<file path="config.mk">
export PLATFORM = sky130hd
export DESIGN_NAME = load_store_unit
export DESIGN_NICKNAME = d
export VERILOG_FILES = /design/src/rtl/load_store_unit.sv
export SDC_FILE = /design/constraint.sdc
export NUM_CORES = 1
export LEC_CHECK = 0
export CAP_MARGIN = 40
export CELL_PAD_IN_SITES_DETAIL_PLACEMENT = 0
export CELL_PAD_IN_SITES_GLOBAL_PLACEMENT = 2
export CORE_MARGIN = 2
export CORE_UTILIZATION = 25
export CTS_CLUSTER_DIAMETER = 150
export DETAILED_ROUTE_END_ITERATION = 8
export PLACE_DENSITY_LB_ADDON = 0.1
export RECOVER_POWER = 50
export SLEW_MARGIN = 20
export SYNTH_ARGS = -nofsm -noshare
export SYNTH_HDL_FRONTEND = slang
export SYNTH_SLANG_ARGS = --single-unit
export TNS_END_PERCENT = 100
</file>
<file path="constraint.sdc">
create_clock -name clock -period 1.96 [get_ports clock]
set_clock_uncertainty 0.1 [all_clocks]
set_input_delay 0.294 -clock clock [delete_from_list [all_inputs] [get_ports clock]]
set_output_delay 0.294 -clock clock [all_outputs]
set_load 0.1 [all_outputs]
</file>
<file path="src/rtl/load_store_unit.sv">
// Load/store unit: turns byte/half/word CPU accesses at byte addresses into
// commands for a word-addressed synchronous data memory. Sub-word stores are
// done as read-modify-write; bad requests are answered without a memory access.
//
// state   | meaning
// --------+--------------------------------------------------------------
// S_IDLE  | ready; accept and check a request
// S_READ  | word address presented with mem_rw = 0, memory samples it
// S_WAIT  | mem_dout valid: extract load lane or merge store lane
// S_WRITE | mem_rw = 1, memory writes at the exiting edge
// S_DONE  | resp_valid pulse for one cycle
module load_store_unit #(
  parameter int MEM_WORDS = 1024
) (
  input  logic        clock,
  input  logic        reset,
  input  logic        req_valid,
  output logic        req_ready,
  input  logic        req_we,
  input  logic [1:0]  req_size,
  input  logic        req_unsigned,
  input  logic [31:0] req_addr,
  input  logic [31:0] req_wdata,
  output logic        resp_valid,
  output logic        resp_error,
  output logic [31:0] resp_rdata,
  output logic        mem_rw,
  output logic [31:0] mem_ain,
  output logic [31:0] mem_din,
  input  logic [31:0] mem_dout
);

  typedef enum logic [2:0] {
    S_IDLE, S_READ, S_WAIT, S_WRITE, S_DONE
  } state_t;

  state_t      r_state;
  state_t      w_next;

  logic        r_we;
  logic [1:0]  r_size;
  logic        r_unsigned;
  logic [1:0]  r_lane;
  logic [15:0] r_wdata;
  logic        r_mem_rw;
  logic [31:0] r_mem_ain;
  logic [31:0] r_mem_din;
  logic        r_resp_valid;
  logic        r_resp_error;
  logic [31:0] r_resp_rdata;

  logic        w_err;
  logic        w_word_store;
  logic [4:0]  w_shift;
  logic [7:0]  w_byte;
  logic [15:0] w_half;
  logic [31:0] w_load;
  logic [31:0] w_lane_mask;
  logic [31:0] w_ins;
  logic [31:0] w_merged;

  assign req_ready  = (r_state == S_IDLE);
  assign resp_valid = r_resp_valid;
  assign resp_error = r_resp_error;
  assign resp_rdata = r_resp_rdata;
  assign mem_rw     = r_mem_rw;
  assign mem_ain    = r_mem_ain;
  assign mem_din    = r_mem_din;

  // Request legality and the word-store shortcut, decoded from the live inputs.
  always_comb begin
    w_err = (req_size == 2'b11)
         || (req_size == 2'b01 && req_addr[0])
         || (req_size == 2'b10 && req_addr[1:0] != 2'b00)
         || ({2'b00, req_addr[31:2]} >= 32'(MEM_WORDS));
    w_word_store = req_we && (req_size == 2'b10);
  end

  // Lane extraction for loads and lane merge for sub-word stores.
  always_comb begin
    w_shift     = {r_lane, 3'b000};
    w_byte      = 8'(mem_dout >> w_shift);
    w_half      = 16'(mem_dout >> w_shift);
    w_load      = mem_dout;
    w_lane_mask = 32'h0;
    w_ins       = 32'h0;
    case (r_size)
      2'b00: begin
        w_load      = r_unsigned ? {24'h0, w_byte} : {{24{w_byte[7]}}, w_byte};
        w_lane_mask = 32'h0000_00FF << w_shift;
        w_ins       = {24'h0, r_wdata[7:0]} << w_shift;
      end
      2'b01: begin
        w_load      = r_unsigned ? {16'h0, w_half} : {{16{w_half[15]}}, w_half};
        w_lane_mask = 32'h0000_FFFF << w_shift;
        w_ins       = {16'h0, r_wdata} << w_shift;
      end
      default: ;
    endcase
    w_merged = (mem_dout & ~w_lane_mask) | w_ins;
  end

  // Next-state decode.
  always_comb begin
    w_next = r_state;
    case (r_state)
      S_IDLE: begin
        if (req_valid) begin
          if (w_err)             w_next = S_DONE;
          else if (w_word_store) w_next = S_WRITE;
          else                   w_next = S_READ;
        end
      end
      S_READ:  w_next = S_WAIT;
      S_WAIT:  w_next = r_we ? S_WRITE : S_DONE;
      S_WRITE: w_next = S_DONE;
      S_DONE:  w_next = S_IDLE;
      default: w_next = S_IDLE;
    endcase
  end

  // State register; reset aborts any access in flight.
  always_ff @(posedge clock or negedge reset) begin
    if (!reset) r_state <= S_IDLE;
    else        r_state <= w_next;
  end

  // Request latch and registered memory/response outputs.
  always_ff @(posedge clock or negedge reset) begin
    if (!reset) begin
      r_we         <= 1'b0;
      r_size       <= 2'b00;
      r_unsigned   <= 1'b0;
      r_lane       <= 2'b00;
      r_wdata      <= 16'h0;
      r_mem_rw     <= 1'b0;
      r_mem_ain    <= 32'h0;
      r_mem_din    <= 32'h0;
      r_resp_valid <= 1'b0;
      r_resp_error <= 1'b0;
      r_resp_rdata <= 32'h0;
    end else begin
      r_mem_rw     <= (w_next == S_WRITE);
      r_resp_valid <= (w_next == S_DONE);
      case (r_state)
        S_IDLE: begin
          if (req_valid) begin
            r_we         <= req_we;
            r_size       <= req_size;
            r_unsigned   <= req_unsigned;
            r_lane       <= req_addr[1:0];
            r_wdata      <= req_wdata[15:0];
            r_resp_error <= w_err;
            r_resp_rdata <= 32'h0;
            if (!w_err) r_mem_ain <= {2'b00, req_addr[31:2]};
            if (!w_err && w_word_store) r_mem_din <= req_wdata;
          end
        end
        S_WAIT: begin
          if (r_we) r_mem_din    <= w_merged;
          else      r_resp_rdata <= w_load;
        end
        S_DONE: begin
          r_resp_error <= 1'b0;
          r_resp_rdata <= 32'h0;
        end
        default: ;
      endcase
    end
  end

endmodule

</file>
==> metrics, run 1 <==
HP Start=req_size[1]; cells along the critical path=clkdlybuf4s50_1 -> or4_4 -> nor4_4 -> buf_6 -> o21ai_4 -> buf_12 -> mux2_4; Final Max Slew Viols=0; IO Count=203; Routability Congestion=0.819; Final ANT Viol Nets=0; largest net degree at the start of global routing=123; Port Buffers=200; failing checks=negative setup slack; placed cell count=1191; grt total ovfl=0; post-route insts no fill=1236; CTS sink count=122; layout cells sized above 1=0.338; drt pass-1 iters=5; Max Fclk=0.486 GHz; Net Sw Power=2210 uW; Clock Latency Late Sink=430 ps; Synth async-reset ratio=1.00; r2r endpoint=mem_din[27]; yosys warns=0; outcome=complete, but fails checks; EDFF count, synth=0; post-synthesis cell type count=50; Seq/Total Area, Yosys=0.491; Worst EP required=2160 ps; post-DR vias/cell=4.70; Net Sw Frac=0.305; Total Neg Setup Slack=-2520 ps; power share of the clock group=0.427; crit-path max cell delay=530 ps; GR Layer Usage met3=0.0559; Hold Path Stages=4; # fillers=2400; Worst Hold Path EP=r_size[1]; Antenna diodes=0; Crit. End Element=register; R2R depth=7; Yosys top cell area share=0.491; GRT Total Usage=0.178; Synth Flop Type=dfrtp_1; Final Setup Violations=42; CP startpoint=req_addr[29]; Slew Limit Headroom=0.222; Root Driver=clkbuf_16; initial detailed-routing violation count=297; core box area=0.0244 sq mm; CTS tree=yes; GR Util met2=0.279; reg-to-reg critical path startpoint=r_state[0]; internal power=5050 uW; Combinational Power Share=0.205; Placement Setup Slack=-663 ps; initial antenna violation count=0; final hold violations=0; WL/cell=19.1 um; final instance area=0.0102 sq mm; vias in the first global route=5952; main area contributors after synthesis=dfrtp_1, mux2_4, nand2_1; final WL=23.6 mm; maximum VDD drop=0.000565 V; Final WS setup=-98.1 ps; worst-path fanout max=33; Initial Utilization=0.255; dpl hpwl=17.4 mm; GRT Max-Usage Layer=met2; Layout area overhead=63.9%; r2r setup slk=-60 ps; fin nets=1002; Cells after Synth=620; TritonCTS buffer count=17; dpl cell area=0.00963 sq mm; clk buf depth=2; post-layout min period=2060 ps; Avg Inst Size Synth=10.0 sq um; top cells by count, synth=dfrtp_1, nand2_1, nor2_1; max_cap viols=0; H-tree Lvls=4; die area=0.0262 sq mm; die width=162 um; Worst Hold Class=input pin to register; RSZ-0062 raised after global routing=yes; Least-Margin Pin Slew=1170 ps; mapped cell area=0.00622 sq mm; clock slew at reported path FFs=60 ps; met1 usage=0.237; residual DRC count=0; count leader, synth=dfrtp_1; Leak=0.00495 uW; Util after Layout=0.418; first-pass GRT wire length=35.5 mm; vias post-DR=5814; FP Rows=57; final worst-path cycle share=1.05; critical path type=input pin to register; post-synth top area cell=dfrtp_1; PwrDens=712 mW/mm^2; Seq pwr share=0.368; Crit-path slowest cell=or4_4; Synth Register Bits=122; DIE HEIGHT=162 um; Worst EP arrival=2260 ps; CP Launch Type=input pin
## stage by stage
stage	hold slack, ps	total power [uW]
after floorplan	-102	3400
after global placement	343	4170
after detailed placement	349	4180
after CTS	311	7350
after global routing	226	7590
final	212	7260
## how the worst max path moves through the flow
stage	depth (start not counted)	end	slack (ps)
floorplan	7	mem_din[10]	-780
global placement	5	mem_ain[3]	-620
detailed placement	5	mem_ain[7]	-660
CTS	6	mem_din[28]	-90
global route	7	mem_din[24]	-140
finish	7	mem_din[27]	-100
## cell usage in the layout, fill, tap and decap left out, types with 20 or more instances in the layout
cell type        synthesis  layout
nor2_1                  69      69
dfrtp_1                122     119
nor2b_1                 22      22
mux2_4                  29      39
clkdlybuf4s50_1          0      99
clkbuf_16                0      20
a21oi_1                 36      36
nand2_1                103     103
buf_4                    4     134
buf_12                   0      40
## layer usage
layer  share of wire  vias up
met3           0.070       21
met4           0.014        0
met5               0        -
met1            0.45     2825
li1                -     2752
met2            0.46      216
## timing repair
item                       4_1_cts  5_1_grt
hold buffers                     1        0
gates resized for setup         14       23
setup buffers                    2        7
hold endpoints to repair       122        0
setup endpoints to repair       50       69
pin swaps                        2        1
gates cloned                     0        3
## registers in the layout, summed over array words and instances, names as in the netlist
signal	count
mem_din	32
resp_rdata	32
mem_ain	30
r_wdata	16
r_state	3
r_lane	2
r_size	2
mem_rw	1
r_unsigned	1
r_we	1
resp_error	1
resp_valid	1
## critical path: cells and delay by family
kind | cells | cell delay, ps
and+or+nand+nor | 2 | 800
buffers and inverters | 3 | 730
AOI/OAI and AO/OA | 1 | 50
muxes | 1 | 330
## power by group through the flow
stage / combinational (uW) / sequential, uW / clock (uW)
final: 1490 / 2670 / 3100
after global routing: 1620 / 2680 / 3290
after CTS: 1490 / 2670 / 3190
after detailed placement: 1460 / 2720 / 0
after global placement: 1450 / 2720 / 0
after floorplan: 681 / 2720 / 0
## layout make-up
type	instances	area, sq um	area share
clock buffer	18	429	0.0421
multi-input combinational	447	3050	0.299
timing repair buffer	307	3100	0.304
sequential	122	3060	0.300
tap	324	405	0.0397
clock inverter	14	139	0.0136
inverter	4	15.0	0.00147
## cells by family (layout without fill, tap and decap cells)
group / after synthesis / count (layout) / synth area share
other: 1 / 2 / 0.000603
xor gates and xnor gates: 1 / 1 / 0.00141
buffers and inverters: 52 / 343 / 0.0392
AOI/OAI and AO/OA: 129 / 129 / 0.150
and+or+nand+nor: 254 / 254 / 0.192
muxes: 61 / 61 / 0.126
DFF: 122 / 122 / 0.491
Power figures use the tool's default switching activity.
==> run 2: changes to the inputs <==
- SKIP_LAST_GASP: default -> 1
==> run 2 against run 1 <==
  * The run still ends with negative setup slack left
  * Register-to-register slack barely moved
  * Clock power barely moved
  * Utilization fell by 0.46 points
==> metrics, run 2 (same netlist as run 1, synthesis figures left out) <==
Total Neg Setup Slack=-2790 ps (-274 ps); fin nets=1000 (-0.20%); vias in the first global route=5951 (-0.017%); Root Driver=clkbuf_16; grt total ovfl=0 (unchanged); drt pass-1 iters=4 (-1); CP Launch Type=input pin; dpl hpwl=17.4 mm (unchanged); hold slack=267 ps (+54.4 ps); clock slew at reported path FFs=60 ps (about the same); Slew Limit Headroom=0.228 (+0.00599); die width=162 um (unchanged); Antenna diodes=0 (unchanged); layout cells sized above 1=0.334 (-0.00365); Placement Setup Slack=-663 ps (unchanged); Combinational Power Share=0.205 (about the same); H-tree Lvls=4 (unchanged); die area=0.0262 sq mm (unchanged); Util after Layout=0.414 (-0.00462); Worst Hold Path EP=resp_error; Final WS setup=-101 ps (-3.35 ps); maximum VDD drop=0.000562 V (-0.52%); TritonCTS buffer count=17 (unchanged); final worst-path cycle share=1.05 (+0.00171); Worst EP required=2160 ps (about the same); largest net degree at the start of global routing=123 (unchanged); Final Setup Violations=42 (unchanged); worst-path fanout max=33 (unchanged); crit-path max cell delay=530 ps (about the same); max_cap viols=0 (unchanged); Initial Utilization=0.255 (unchanged); Least-Margin Pin Slew=1160 ps (-8.98 ps); Crit path max-delay family=simple AND/OR/NAND/NOR gates; initial antenna violation count=0 (unchanged); Crit-path slowest cell=or4_4; initial detailed-routing violation count=295 (-0.67%); GRT Total Usage=0.178 (about the same); failing checks=negative setup slack; Routability Congestion=0.819 (unchanged); Max Fclk=0.485 GHz (-0.16%); IO Count=203 (unchanged); CTS tree=yes; Layout area overhead=62.1%; Worst Hold Class=input pin to register; cells along the critical path=clkdlybuf4s50_1 -> or4_4 -> nor4_4 -> buf_4 -> o21ai_4 -> buf_12 -> mux2_4; Port Buffers=200 (unchanged); Final Max Slew Viols=0 (unchanged); Net Sw Frac=0.304 (about the same); r2r setup slk=-60 ps (about the same); Clock Latency Late Sink=430 ps (about the same); commonest non-fill, non-tap cells in the layout=buf_4, dfrtp_1, nand2_1, clkdlybuf4s50_1, nor2_1; commonest non-fill, non-tap cell in the layout=buf_4; FP Rows=57 (unchanged); Crit. End Element=register; power share of the clock group=0.427 (about the same); core box area=0.0244 sq mm (unchanged); DIE HEIGHT=162 um (unchanged); Leak=0.00491 uW (-0.82%); final WL=23.4 mm (-0.79%); WL/cell=19.0 um (-0.63%); critical path type=input pin to register; post-layout min period=2060 ps (+3.35 ps); Final ANT Viol Nets=0 (unchanged); HP Start=req_addr[28]; reg-to-reg critical path startpoint=r_state[0]; vias post-DR=5803 (-0.19%); Hold Path Stages=5 (+1); Seq pwr share=0.368 (about the same); CTS sink count=122 (unchanged); r2r endpoint=mem_din[27]; Net Sw Power=2210 uW (-0.15%); first-pass GRT wire length=35.5 mm (about the same); final hold violations=0 (unchanged); clk buf depth=2 (unchanged); post-DR vias/cell=4.70 (about the same); internal power=5040 uW (about the same); RSZ-0062 raised after global routing=yes; residual DRC count=0 (unchanged); Worst EP arrival=2270 ps (about the same); outcome=complete, but fails checks; worst path bufs/invs=3 (unchanged); R2R depth=7 (unchanged); PwrDens=719 mW/mm^2 (+1.0%)
==> run 2: changes by cell type in the layout (fill, tap and decap cells not counted), moves of 2 or more <==
| cell | change |
|---|---|
| clkbuf_2 | +3 |
| buf_12 | -3 |
| clkbuf_16 | -2 |
| buf_6 | -3 |
| buf_4 | +2 |
==> run 2: tightest hold or removal path: cells and delay by family <==
kind / cells / cell delay, ps
AO/OA/AOI/OAI: 1 / 80
buffers and inverters: 2 / 190
AND/OR/NAND/NOR: 2 / 200
==> run 2: worst max-delay path by stage <==
stage                 start           to  slack [ps]  cells past startpoint
3_5_place_dp   req_addr[28]   mem_ain[7]        -660                      5
3_3_place_gp   req_addr[28]   mem_ain[3]        -620                      5
4_1_cts          r_state[0]  mem_din[28]         -90                      6
6_report       req_addr[29]  mem_din[27]        -100                      7
5_1_grt          r_state[0]  mem_din[24]        -150                      7
2_1_floorplan    r_state[0]  mem_din[10]        -780                      7
==> run 2: power by group through the flow <==
stage / Clock, uW / Combinational, uW / Sequential [uW]
finish: 3100 / 1480 / 2670
detailed placement: 0 / 1460 / 2720
global placement: 0 / 1450 / 2720
floorplan: 0 / 681 / 2720
global route: 3290 / 1610 / 2680
CTS: 3190 / 1490 / 2670
==> run 2: final cells by class <==
cell class	instances	area [sq um]
fill	2413	14300
sequential	122	3060
multi-input combinational	447	3050
timing repair buffer	305	2990
clock buffer	18	429
tap	324	405
clock inverter	14	139
inverter	4	15.0
==> run 2: stage by stage <==
step / total power (uW) / cell area [sq um] / std cells
floorplan: 3400 / 6290 / 621
global placement: 4170 / 9630 / 1191
detailed placement: 4180 / 9630 / 1191
CTS: 7350 / 10300 / 1226
global route: 7580 / 10100 / 1234
finish: 7250 / 10100 / 1234
==> run 2: timing repair <==
action                     CTS  global route
setup endpoints to repair   50            69
hold endpoints to repair   122             0
hold buffers                 1             0
setup buffers                2             6
cloned                       0             2
gates resized for setup     11            20
pin swaps                    2             1
==> run 2: per-layer routing <==
| metal | GRT usage | vias up | share of wire | routed length [um] |
|---|---|---|---|---|
| met2 | 0.279 | 202 | 0.46 | 10900 |
| met1 | 0.237 | 2839 | 0.46 | 10700 |
| met5 | 0 | - | 0 | 0 |
| met4 | 0.0471 | 0 | 0.013 | 309 |
| met3 | 0.0559 | 17 | 0.067 | 1570 |
| li1 | - | 2745 | - | - |
